<file path="src/rtl/rv32i_ifetch_if.sv">
// Bundle of the PC-stage, instruction-memory and decode handshakes seen by rv32i_ifetch.
// O_INST_MISALIGN exists only when RV32I_IFETCH_MISALIGN_EN is defined.
interface rv32i_ifetch_if;
    logic [31:0] I_PC;
    logic        I_PC_VLD;
    logic        O_PC_RDY;
    logic        I_FLUSH;
    logic        O_IMEM_REQ;
    logic [31:0] O_IMEM_ADDR;
    logic        I_IMEM_GNT;
    logic        I_IMEM_RVLD;
    logic [31:0] I_IMEM_RDATA;
    logic        O_INST_VLD;
    logic [31:0] O_INST;
    logic [31:0] O_INST_PC;
    logic        I_INST_RDY;
`ifdef RV32I_IFETCH_MISALIGN_EN
    logic        O_INST_MISALIGN;
`endif

    // master is the fetch unit; slave is everything around it (PC stage, memory, decode)
    modport master (
        input  I_PC, I_PC_VLD, I_FLUSH, I_IMEM_GNT, I_IMEM_RVLD, I_IMEM_RDATA, I_INST_RDY,
        output O_PC_RDY, O_IMEM_REQ, O_IMEM_ADDR, O_INST_VLD, O_INST, O_INST_PC
`ifdef RV32I_IFETCH_MISALIGN_EN
        , output O_INST_MISALIGN
`endif
    );

    modport slave (
        output I_PC, I_PC_VLD, I_FLUSH, I_IMEM_GNT, I_IMEM_RVLD, I_IMEM_RDATA, I_INST_RDY,
        input  O_PC_RDY, O_IMEM_REQ, O_IMEM_ADDR, O_INST_VLD, O_INST, O_INST_PC
`ifdef RV32I_IFETCH_MISALIGN_EN
        , input O_INST_MISALIGN
`endif
    );
endinterface

</file>
<file path="src/rtl/rv32i_ifetch.sv">
// RV32I fetch stage: in-order imem requests, allocate-at-request/fill-at-response buffer, flush with drop.
// Optional RV32I_IFETCH_MISALIGN_EN turns misaligned PCs into NOP entries flagged misaligned.
module rv32i_ifetch #(
    parameter  int FIFO_DEPTH = 2,
    localparam int CNT_W      = $clog2(FIFO_DEPTH) + 1
) (
    input  logic           I_CLK,
    input  logic           I_RST_N,
    rv32i_ifetch_if.master bus
);
    localparam int PTR_W = $clog2(FIFO_DEPTH);
    localparam logic [31:0] NOP = 32'h0000_0013;

    logic [PTR_W-1:0]      alloc_ptr, fill_ptr, rd_ptr;
    logic [CNT_W-1:0]      count, pend_cnt, drop_cnt;
    logic [31:0]           ent_pc   [FIFO_DEPTH];
    logic [31:0]           ent_inst [FIFO_DEPTH];
    logic [FIFO_DEPTH-1:0] ent_filled;
`ifdef RV32I_IFETCH_MISALIGN_EN
    logic [FIFO_DEPTH-1:0] ent_mis;
`endif

    logic space, pc_misaligned, imem_req, grant, mis_accept, alloc;
    logic rsp_take, rsp_fill, inst_vld, pop;

    // A pop in the same cycle does not free space: no pass-through from pop to request.
    always_comb begin
        space         = count < CNT_W'(FIFO_DEPTH);
`ifdef RV32I_IFETCH_MISALIGN_EN
        pc_misaligned = bus.I_PC[1:0] != 2'b00;
        mis_accept    = bus.I_PC_VLD && pc_misaligned && space && !bus.I_FLUSH &&
                        drop_cnt == '0 && pend_cnt == '0;
`else
        pc_misaligned = 1'b0;
        mis_accept    = 1'b0;
`endif
        imem_req = bus.I_PC_VLD && space && !bus.I_FLUSH && !pc_misaligned;
        grant    = imem_req && bus.I_IMEM_GNT;
        alloc    = grant || mis_accept;
        // Any response matched to a real request or pending drop; orphans are ignored.
        rsp_take = bus.I_IMEM_RVLD && (drop_cnt != '0 || pend_cnt != '0);
        rsp_fill = rsp_take && !bus.I_FLUSH && drop_cnt == '0;
        inst_vld = count != '0 && ent_filled[rd_ptr];
        pop      = inst_vld && bus.I_INST_RDY;
    end

    always_ff @(posedge I_CLK or negedge I_RST_N) begin
        if (!I_RST_N) begin
            alloc_ptr  <= '0;
            fill_ptr   <= '0;
            rd_ptr     <= '0;
            count      <= '0;
            pend_cnt   <= '0;
            drop_cnt   <= '0;
            ent_filled <= '0;
`ifdef RV32I_IFETCH_MISALIGN_EN
            ent_mis    <= '0;
`endif
            for (int i = 0; i < FIFO_DEPTH; i++) begin
                ent_pc[i]   <= '0;
                ent_inst[i] <= '0;
            end
        end else if (bus.I_FLUSH) begin
            // Every unfilled entry still has a response coming; the one arriving now is pre-flush.
            alloc_ptr  <= '0;
            fill_ptr   <= '0;
            rd_ptr     <= '0;
            count      <= '0;
            pend_cnt   <= '0;
            ent_filled <= '0;
            drop_cnt   <= drop_cnt + pend_cnt - CNT_W'(rsp_take);
        end else begin
            if (alloc) begin
                ent_pc[alloc_ptr]     <= bus.I_PC;
                ent_filled[alloc_ptr] <= mis_accept;
`ifdef RV32I_IFETCH_MISALIGN_EN
                ent_mis[alloc_ptr]    <= mis_accept;
                if (mis_accept)
                    ent_inst[alloc_ptr] <= NOP;
`endif
                alloc_ptr <= alloc_ptr + PTR_W'(1);
            end
            if (rsp_fill) begin
                ent_inst[fill_ptr]   <= bus.I_IMEM_RDATA;
                ent_filled[fill_ptr] <= 1'b1;
            end
            if (rsp_fill || mis_accept)
                fill_ptr <= fill_ptr + PTR_W'(1);
            if (pop)
                rd_ptr <= rd_ptr + PTR_W'(1);
            count    <= count + CNT_W'(alloc) - CNT_W'(pop);
            pend_cnt <= pend_cnt + CNT_W'(grant) - CNT_W'(rsp_fill);
            if (bus.I_IMEM_RVLD && drop_cnt != '0)
                drop_cnt <= drop_cnt - CNT_W'(1);
        end
    end

    assign bus.O_IMEM_REQ  = imem_req;
    assign bus.O_IMEM_ADDR = {bus.I_PC[31:2], 2'b00};
    assign bus.O_PC_RDY    = alloc;
    assign bus.O_INST_VLD  = inst_vld;
    assign bus.O_INST      = ent_inst[rd_ptr];
    assign bus.O_INST_PC   = ent_pc[rd_ptr];
`ifdef RV32I_IFETCH_MISALIGN_EN
    assign bus.O_INST_MISALIGN = count != '0 && ent_mis[rd_ptr];
`endif

    // A response with nothing outstanding and nothing to drop is a memory protocol error.
    a_no_orphan_rsp: assert property (@(posedge I_CLK) disable iff (!I_RST_N)
        !(bus.I_IMEM_RVLD && drop_cnt == '0 && pend_cnt == '0));
endmodule
</file>
<file path="src/flat_wrapper.sv">
// flat-port wrapper written by rule: the top's interface ports become plain ports
module rv32i_ifetch_flat 
#(
    parameter  int FIFO_DEPTH = 2,
    localparam int CNT_W      = $clog2(FIFO_DEPTH) + 1
)
  (I_CLK, I_RST_N, bus_I_PC, bus_I_PC_VLD, bus_I_FLUSH, bus_I_IMEM_GNT, bus_I_IMEM_RVLD, bus_I_IMEM_RDATA, bus_I_INST_RDY, bus_O_PC_RDY, bus_O_IMEM_REQ, bus_O_IMEM_ADDR, bus_O_INST_VLD, bus_O_INST, bus_O_INST_PC);
  rv32i_ifetch_if bus_i ();
  input  logic I_CLK;
  input  logic I_RST_N;
  input wire logic [$bits(bus_i.I_PC)-1:0] bus_I_PC;
  input wire logic [$bits(bus_i.I_PC_VLD)-1:0] bus_I_PC_VLD;
  input wire logic [$bits(bus_i.I_FLUSH)-1:0] bus_I_FLUSH;
  input wire logic [$bits(bus_i.I_IMEM_GNT)-1:0] bus_I_IMEM_GNT;
  input wire logic [$bits(bus_i.I_IMEM_RVLD)-1:0] bus_I_IMEM_RVLD;
  input wire logic [$bits(bus_i.I_IMEM_RDATA)-1:0] bus_I_IMEM_RDATA;
  input wire logic [$bits(bus_i.I_INST_RDY)-1:0] bus_I_INST_RDY;
  output wire logic [$bits(bus_i.O_PC_RDY)-1:0] bus_O_PC_RDY;
  output wire logic [$bits(bus_i.O_IMEM_REQ)-1:0] bus_O_IMEM_REQ;
  output wire logic [$bits(bus_i.O_IMEM_ADDR)-1:0] bus_O_IMEM_ADDR;
  output wire logic [$bits(bus_i.O_INST_VLD)-1:0] bus_O_INST_VLD;
  output wire logic [$bits(bus_i.O_INST)-1:0] bus_O_INST;
  output wire logic [$bits(bus_i.O_INST_PC)-1:0] bus_O_INST_PC;
  assign bus_i.I_PC = bus_I_PC;
  assign bus_i.I_PC_VLD = bus_I_PC_VLD;
  assign bus_i.I_FLUSH = bus_I_FLUSH;
  assign bus_i.I_IMEM_GNT = bus_I_IMEM_GNT;
  assign bus_i.I_IMEM_RVLD = bus_I_IMEM_RVLD;
  assign bus_i.I_IMEM_RDATA = bus_I_IMEM_RDATA;
  assign bus_i.I_INST_RDY = bus_I_INST_RDY;
  assign bus_O_PC_RDY = bus_i.O_PC_RDY;
  assign bus_O_IMEM_REQ = bus_i.O_IMEM_REQ;
  assign bus_O_IMEM_ADDR = bus_i.O_IMEM_ADDR;
  assign bus_O_INST_VLD = bus_i.O_INST_VLD;
  assign bus_O_INST = bus_i.O_INST;
  assign bus_O_INST_PC = bus_i.O_INST_PC;
  rv32i_ifetch #(.FIFO_DEPTH(FIFO_DEPTH)) u_core (.I_CLK(I_CLK), .I_RST_N(I_RST_N), .bus(bus_i));
endmodule
</file>
<file path="config.mk">
export PLATFORM = sky130hd
export DESIGN_NAME = rv32i_ifetch_flat
export DESIGN_NICKNAME = d
export VERILOG_FILES = /design/src/rtl/rv32i_ifetch_if.sv /design/src/rtl/rv32i_ifetch.sv /design/src/flat_wrapper.sv
export SDC_FILE = /design/constraint.sdc
export NUM_CORES = 1
export LEC_CHECK = 0
export CAP_MARGIN = 20
export CORE_AREA = 2 2 121 147
export DETAILED_ROUTE_END_ITERATION = 8
export DIE_AREA = 0 0 123 149
export GPL_TIMING_DRIVEN = 0
export HOLD_SLACK_MARGIN = 0.12
export PLACE_DENSITY = 0.66
export SYNTH_ARGS = -nofsm -noshare
export SYNTH_HDL_FRONTEND = slang
export SYNTH_SLANG_ARGS = --single-unit
export TNS_END_PERCENT = 30
</file>
<file path="constraint.sdc">
create_clock -name I_CLK -period 2.3 [get_ports I_CLK]
set_input_delay 0.345 -clock I_CLK [delete_from_list [all_inputs] [get_ports I_CLK]]
set_output_delay 0.345 -clock I_CLK [all_outputs]
set_load 0.02 [all_outputs]
</file>
Word-level counts from Yosys, hierarchy flattened
Index checks and enable logic that the tools add are counted.

operators by class
  muxes and demuxes = 32
  add/subtract/negate cells = 10
  bitwise operators = 7
  order comparisons = 11
  reduce and logical (&&, ||, !) cells = 25

operators by type and width
  operator                                            number
  two-way mux 32 bit                                  8
  bitwise mux 64 bit                                  2
  demux 32 bit (select 1 bit)                         2
  two-way mux 2 bit                                   8
  nonzero test 2 bit                                  7
  logical AND 1 bit                                   13
  two-way mux 1 bit                                   10
  >= comparator 2 bit, second input constant          3
  < comparator 1 x 2 -> 1 bit, second input constant  3
  inverter 1 -> 2 bit                                 3
  subtractor 2 x 1 -> 2 bit                           3
  adder 2 x 1 -> 2 bit                                2
  < comparator 2 x 1 -> 1 bit, second input constant  2
  AND reduction 2 bit                                 2
  adder 1 bit, second input constant                  3
  adder 2 bit                                         1
  AND 2 bit                                           1
  demux 1 bit (select 1 bit)                          2
  >= comparator 1 bit, second input constant          2
  zero test 2 bit                                     1
  < comparator 2 bit, second input constant           1
  inverter 2 bit                                      1
  bitwise OR 2 bit                                    1
  subtractor 2 x 1 -> 2 bit, second input constant    1
  3 further kinds                                     3

word-level totals
  output and inout port bits = 99
  input bits = 71
  bits in registers = 139
  logic and storage cells = 96

Logic depth before layout (Yosys ltp)
  depth in word-level cells = 11
  mapped depth = 9
  gate-level depth less buffers = 9

Least setup slack after synthesis
OpenSTA, ideal clock, no wires.

  kind = input -> register
  start point = input bus_I_FLUSH
  end point = register u_core.count[1]
  library setup time = 86 ps
  stages on the path = 9
  setup slack = 236 ps
  arrival = 1978 ps
  path buffers = 1
  required time = 2214 ps
  cell sequence = buf_6 nor4bb_4 inv_1 ha_1 inv_1 ha_1 xor2_1 and2_1 nor3_1

between the ends
  longest elaborated chain between the ends = 6

RTL lines
  element                    RTL line            text
  from (decl)                flat_wrapper.sv:13  input wire logic [$bits(bus_i.I_FLUSH)-1:0] bus_I_FLUSH;
  zero test 1 bit            rv32i_ifetch.sv:37  imem_req = bus.I_PC_VLD && space && !bus.I_FLUSH && !pc_misaligned;
  logical AND 1 bit          rv32i_ifetch.sv:37
  logical AND 1 bit          rv32i_ifetch.sv:38  grant = imem_req && bus.I_IMEM_GNT;
  named net bus_O_PC_RDY     flat_wrapper.sv:18  output wire logic [$bits(bus_i.O_PC_RDY)-1:0] bus_O_PC_RDY;
  adder 2 x 1 -> 2 bit       rv32i_ifetch.sv:91  count <= count + CNT_W'(alloc) - CNT_W'(pop);
  subtractor 2 x 1 -> 2 bit  rv32i_ifetch.sv:91
  two-way mux 2 bit          rv32i_ifetch.sv:63  end else if (bus.I_FLUSH) begin
  to (signal assigned)       rv32i_ifetch.sv:91
  to (decl)                  rv32i_ifetch.sv:15  logic [CNT_W-1:0] count, pend_cnt, drop_cnt;

The timed path passes the listed nets, and every way through them passes these cells.
A chain may end at the register's enable or synchronous reset.

Final worst setup path
  start point = register u_core.rd_ptr
  end point = output bus_O_INST_PC[27]

between the ends
  longest elaborated chain between the ends = 4

RTL lines
  element                                                RTL line             text
  from (decl)                                            rv32i_ifetch.sv:14   logic [PTR_W-1:0] alloc_ptr, fill_ptr, rd_ptr;
  from (signal assigned)                                 rv32i_ifetch.sv:90   rd_ptr <= rd_ptr + PTR_W'(1);
  inverter 1 -> 2 bit (not written as such)              rv32i_ifetch.sv:103  assign bus.O_INST_PC = ent_pc[rd_ptr];
  two-way mux 32 bit (not written as such) (3 in a row)  rv32i_ifetch.sv:103
  to (decl)                                              flat_wrapper.sv:23   output wire logic [$bits(bus_i.O_INST_PC)-1:0] bus_O_INST_PC;

Every way passes these cells. The select of a mux whose other input is x is not followed.

==> metrics.csv <==
stage;metric;value;unit
floorplan;full die area;0.0183;mm2
clock_tree;clk sinks;139;
synth;Yosys cell types;33;
final_layout;area grow syn2layout;40.1;%
synth;Synthesis Warnings;0;
worst_setup_path;Reg2Reg Launch Point;u_core.drop_cnt[0];
synth;largest cells by area after synthesis;dfrtp_1 54%, mux2_2 33%, buf_4 3.8%;
synth;#FFs+latches synth;139;
placement;Place WS;-0.394;ns
worst_setup_path;WS Path Type;reg -> out;
sta;setup TNS;0;ns
floorplan;Cell Rows;53;
power_and_ir_drop;worst vdd ir;0.481;mV
global_route;gr ovfl total;0;
detailed_routing;Avg Vias per Cell;4.76;
min_path;Hold WC Path Type;in -> reg;
worst_setup_path;CP max stage delay;0.42;ns
synth;most frequent cell after synthesis;mux2_2;
global_route;GR Util All Layers;16.2;%
placement;dpl cell area;0.00846;mm2
detailed_routing;routed wire length;14100;um
floorplan;initial core utilization;37.9;%
worst_setup_path;largest fanout on the critical path;10;
final_layout;Non-Filler Instances;865;
sta;final worst-path cycle share;96.2;%
synth;post-synthesis cell count;444;
status;status;complete, no violations;
sta;Max-slew headroom;60.4;%
worst_setup_path;R2R Path End;u_core.ent_inst[29];
clock_tree;CTS Buf Count;17;
flow_run;Maximum Capacitance Violations;0;
floorplan;Top Ports;170;
synth;post-synthesis sequential area ratio;53.6;%
worst_setup_path;Worst EP arrival;1.87;ns
min_path;Hold Path End;u_core.alloc_ptr;
final_layout;final core utilization;53.1;%
clock_tree;Clk Latency, worst-skew pair;0.41;ns
power_and_ir_drop;LEAKAGE;4.40;nW
floorplan;die outline height;149;um
final_layout;fill count;1511;
synth;top_reg_cell synth;dfrtp_1;
floorplan;core area;0.0171;mm2
final_layout;Final #Nets;710;
sta;Fmax;0.452;GHz
detailed_routing;initial DRC count;112;
sta;Fin. Hold Viols;0;
power_and_ir_drop;post-route total power;8.30;mW
synth;Post-synth top cells;191 x mux2_2, 139 x dfrtp_1, 33 x buf_4;
sta;Least-Margin Pin Slew;0.591;ns
global_route;antenna violations before repair;0;
final_layout;layout cell share with drive strength beyond 1;44.3;%
placement;detailed placement HPWL;9960;um
detailed_routing;DRC;0;
final_layout;Finished Cell Area;0.00909;mm2
clock_tree;clk slew on worst S/H paths;0.06;ns
power_and_ir_drop;Pwr Density;913;mW/mm2
synth;leading area contributor after synthesis;dfrtp_1;
global_route;first-pass GRT wire length;22900;um
synth;ys async rst share;100;%
detailed_routing;routed length per instance;16.3;um
clock_tree;clk buf depth;2;
sta;Clock Skew;0.00570;ns
sta;Fin Hold WS;0.270;ns
clock_tree;clk root buf;clkbuf_16;
placement;Final Wtd Congestion;0.707;
global_route;number of global-route vias before repair;4539;
detailed_routing;final antenna-violating net count;0;
sta;clock period minus worst slack;2.21;ns
worst_setup_path;Critical Path Start Type;flop;
clock_tree;CTS tree;built;
sta;RSZ-0062 raised after global routing;yes;
detailed_routing;first-pass iteration count of the detailed router;4;
sta;Slew Limit Fails;0;
placement;number of port buffers;166;
worst_setup_path;Slowest-stage cell, CP;dfrtp_2;
floorplan;DIE WIDTH;123;um
synth;number of synthesized flops with an enable pin;0;
synth;Synth Cell Area;0.00649;mm2
min_path;Min-Delay Path Depth;3;
clock_tree;Clock H-tree levels;4;
worst_setup_path;FF-to-FF path depth;6;
synth;syn_area_per_cell;14.6;um2
detailed_routing;Vias;4118;
worst_setup_path;Crit. Startpoint;u_core.rd_ptr;
min_path;hold_sp;bus_I_FLUSH;
sta;Setup Viol. Count Final;0;
worst_setup_path;cells along the critical path;buf_8, buf_6, mux2_2, dlygate4sd2_1;
worst_setup_path;CP required;1.96;ns
final_layout;Antenna Cells;0;
worst_setup_path;r2r setup slk;0.12;ns
synth;Synth top area share;53.6;%
sta;setup ws final;0.0873;ns
worst_setup_path;Critical Path Sink Type;primary output;
placement;dpl cells;832;
global_route;largest net degree at the start of global routing;98;
[worst max-delay path: cells and delay by family, from the launching register on]
| kind | cells | cell delay (ns) |
|---|---|---|
| buffers and inverters | 3 | 0.66 |
| flip-flops | 1 | 0.42 |
| multiplexers | 1 | 0.36 |
[repair_timing]
action                     CTS  global route
resized for setup           72            12
setup buffers                0             0
hold buffers                 1             0
setup endpoints to repair   65            27
hold endpoints to repair    42             0
[routing by layer]
| layer | global-route usage (%) | vias to the layer above | routed length (um) |
|---|---|---|---|
| li1 | - | 1903 | - |
| met1 | 18.4 | 2089 | 5620 |
| met2 | 28.6 | 108 | 7450 |
| met3 | 4.36 | 18 | 766 |
| met4 | 6.02 | 0 | 238 |
| met5 | 0 | - | 0 |
[power by group]
part           switching [mW]  total [mW]  internal [mW]
Sequential              0.255        3.22           2.97
Clock                    1.02        2.83           1.82
Combinational            1.02        2.24           1.21
Total                    2.30        8.30           6.00
[cells by family (layout without fill, tap and decap cells)]
family | Yosys count | count (layout) | synth area share [%]
compound gates | 8 | 8 | 0.906
xor+xnor | 8 | 8 | 1.08
fa+ha+maj | 7 | 7 | 1.35
buf+inv | 62 | 262 | 6.79
flops | 139 | 139 | 53.6
mux | 194 | 194 | 33.6
other cells | 1 | 2 | 0.0578
simple gates | 25 | 25 | 2.56
[flip-flops by register name, summed over array words and instances (netlist names)]
signal and flops:
u_core.ent_inst 64, u_core.ent_pc 64, u_core.count 2, u_core.drop_cnt 2
u_core.ent_filled 2, u_core.pend_cnt 2, u_core.alloc_ptr 1, u_core.fill_ptr 1
u_core.rd_ptr 1
[layout by cell type (no fill, tap or decap), drive strengths merged, types with 3 or more instances in the layout]
master	Yosys	routed
clkbuf	1	22
dfrtp	139	139
o21ai	3	3
clkdlybuf4s50	0	99
dlygate4sd2	0	57
nor2b	4	4
clkinv	0	6
buf	53	55
dlymetal6s2s	0	9
ha	7	7
xor2	3	3
nand2	3	3
xnor2	5	5
inv	8	9
nor2	8	8
bufinv	0	3
nor3b	3	3
mux2	193	193
[final cells by class]
| class | instances | area [um2] | area share [%] |
|---|---|---|---|
| buffer | 54 | 454 | 5.00 |
| clock inverter | 11 | 140 | 1.54 |
| clock buffer | 21 | 480 | 5.28 |
| timing repair buffer | 168 | 1650 | 18.2 |
| inverter | 8 | 30.0 | 0.330 |
| sequential | 139 | 3480 | 38.3 |
| tap | 220 | 275 | 3.03 |
| multi-input combinational | 244 | 2580 | 28.4 |
[worst max-delay path by stage]
stage                               end
floorplan               u_core.count[1]
global placement      u_core.ent_pc[19]
detailed placement    bus_O_INST_PC[30]
CTS                      bus_O_INST[17]
global route        u_core.ent_inst[27]
finish                bus_O_INST_PC[27]
(Power assumes the default switching activity.)
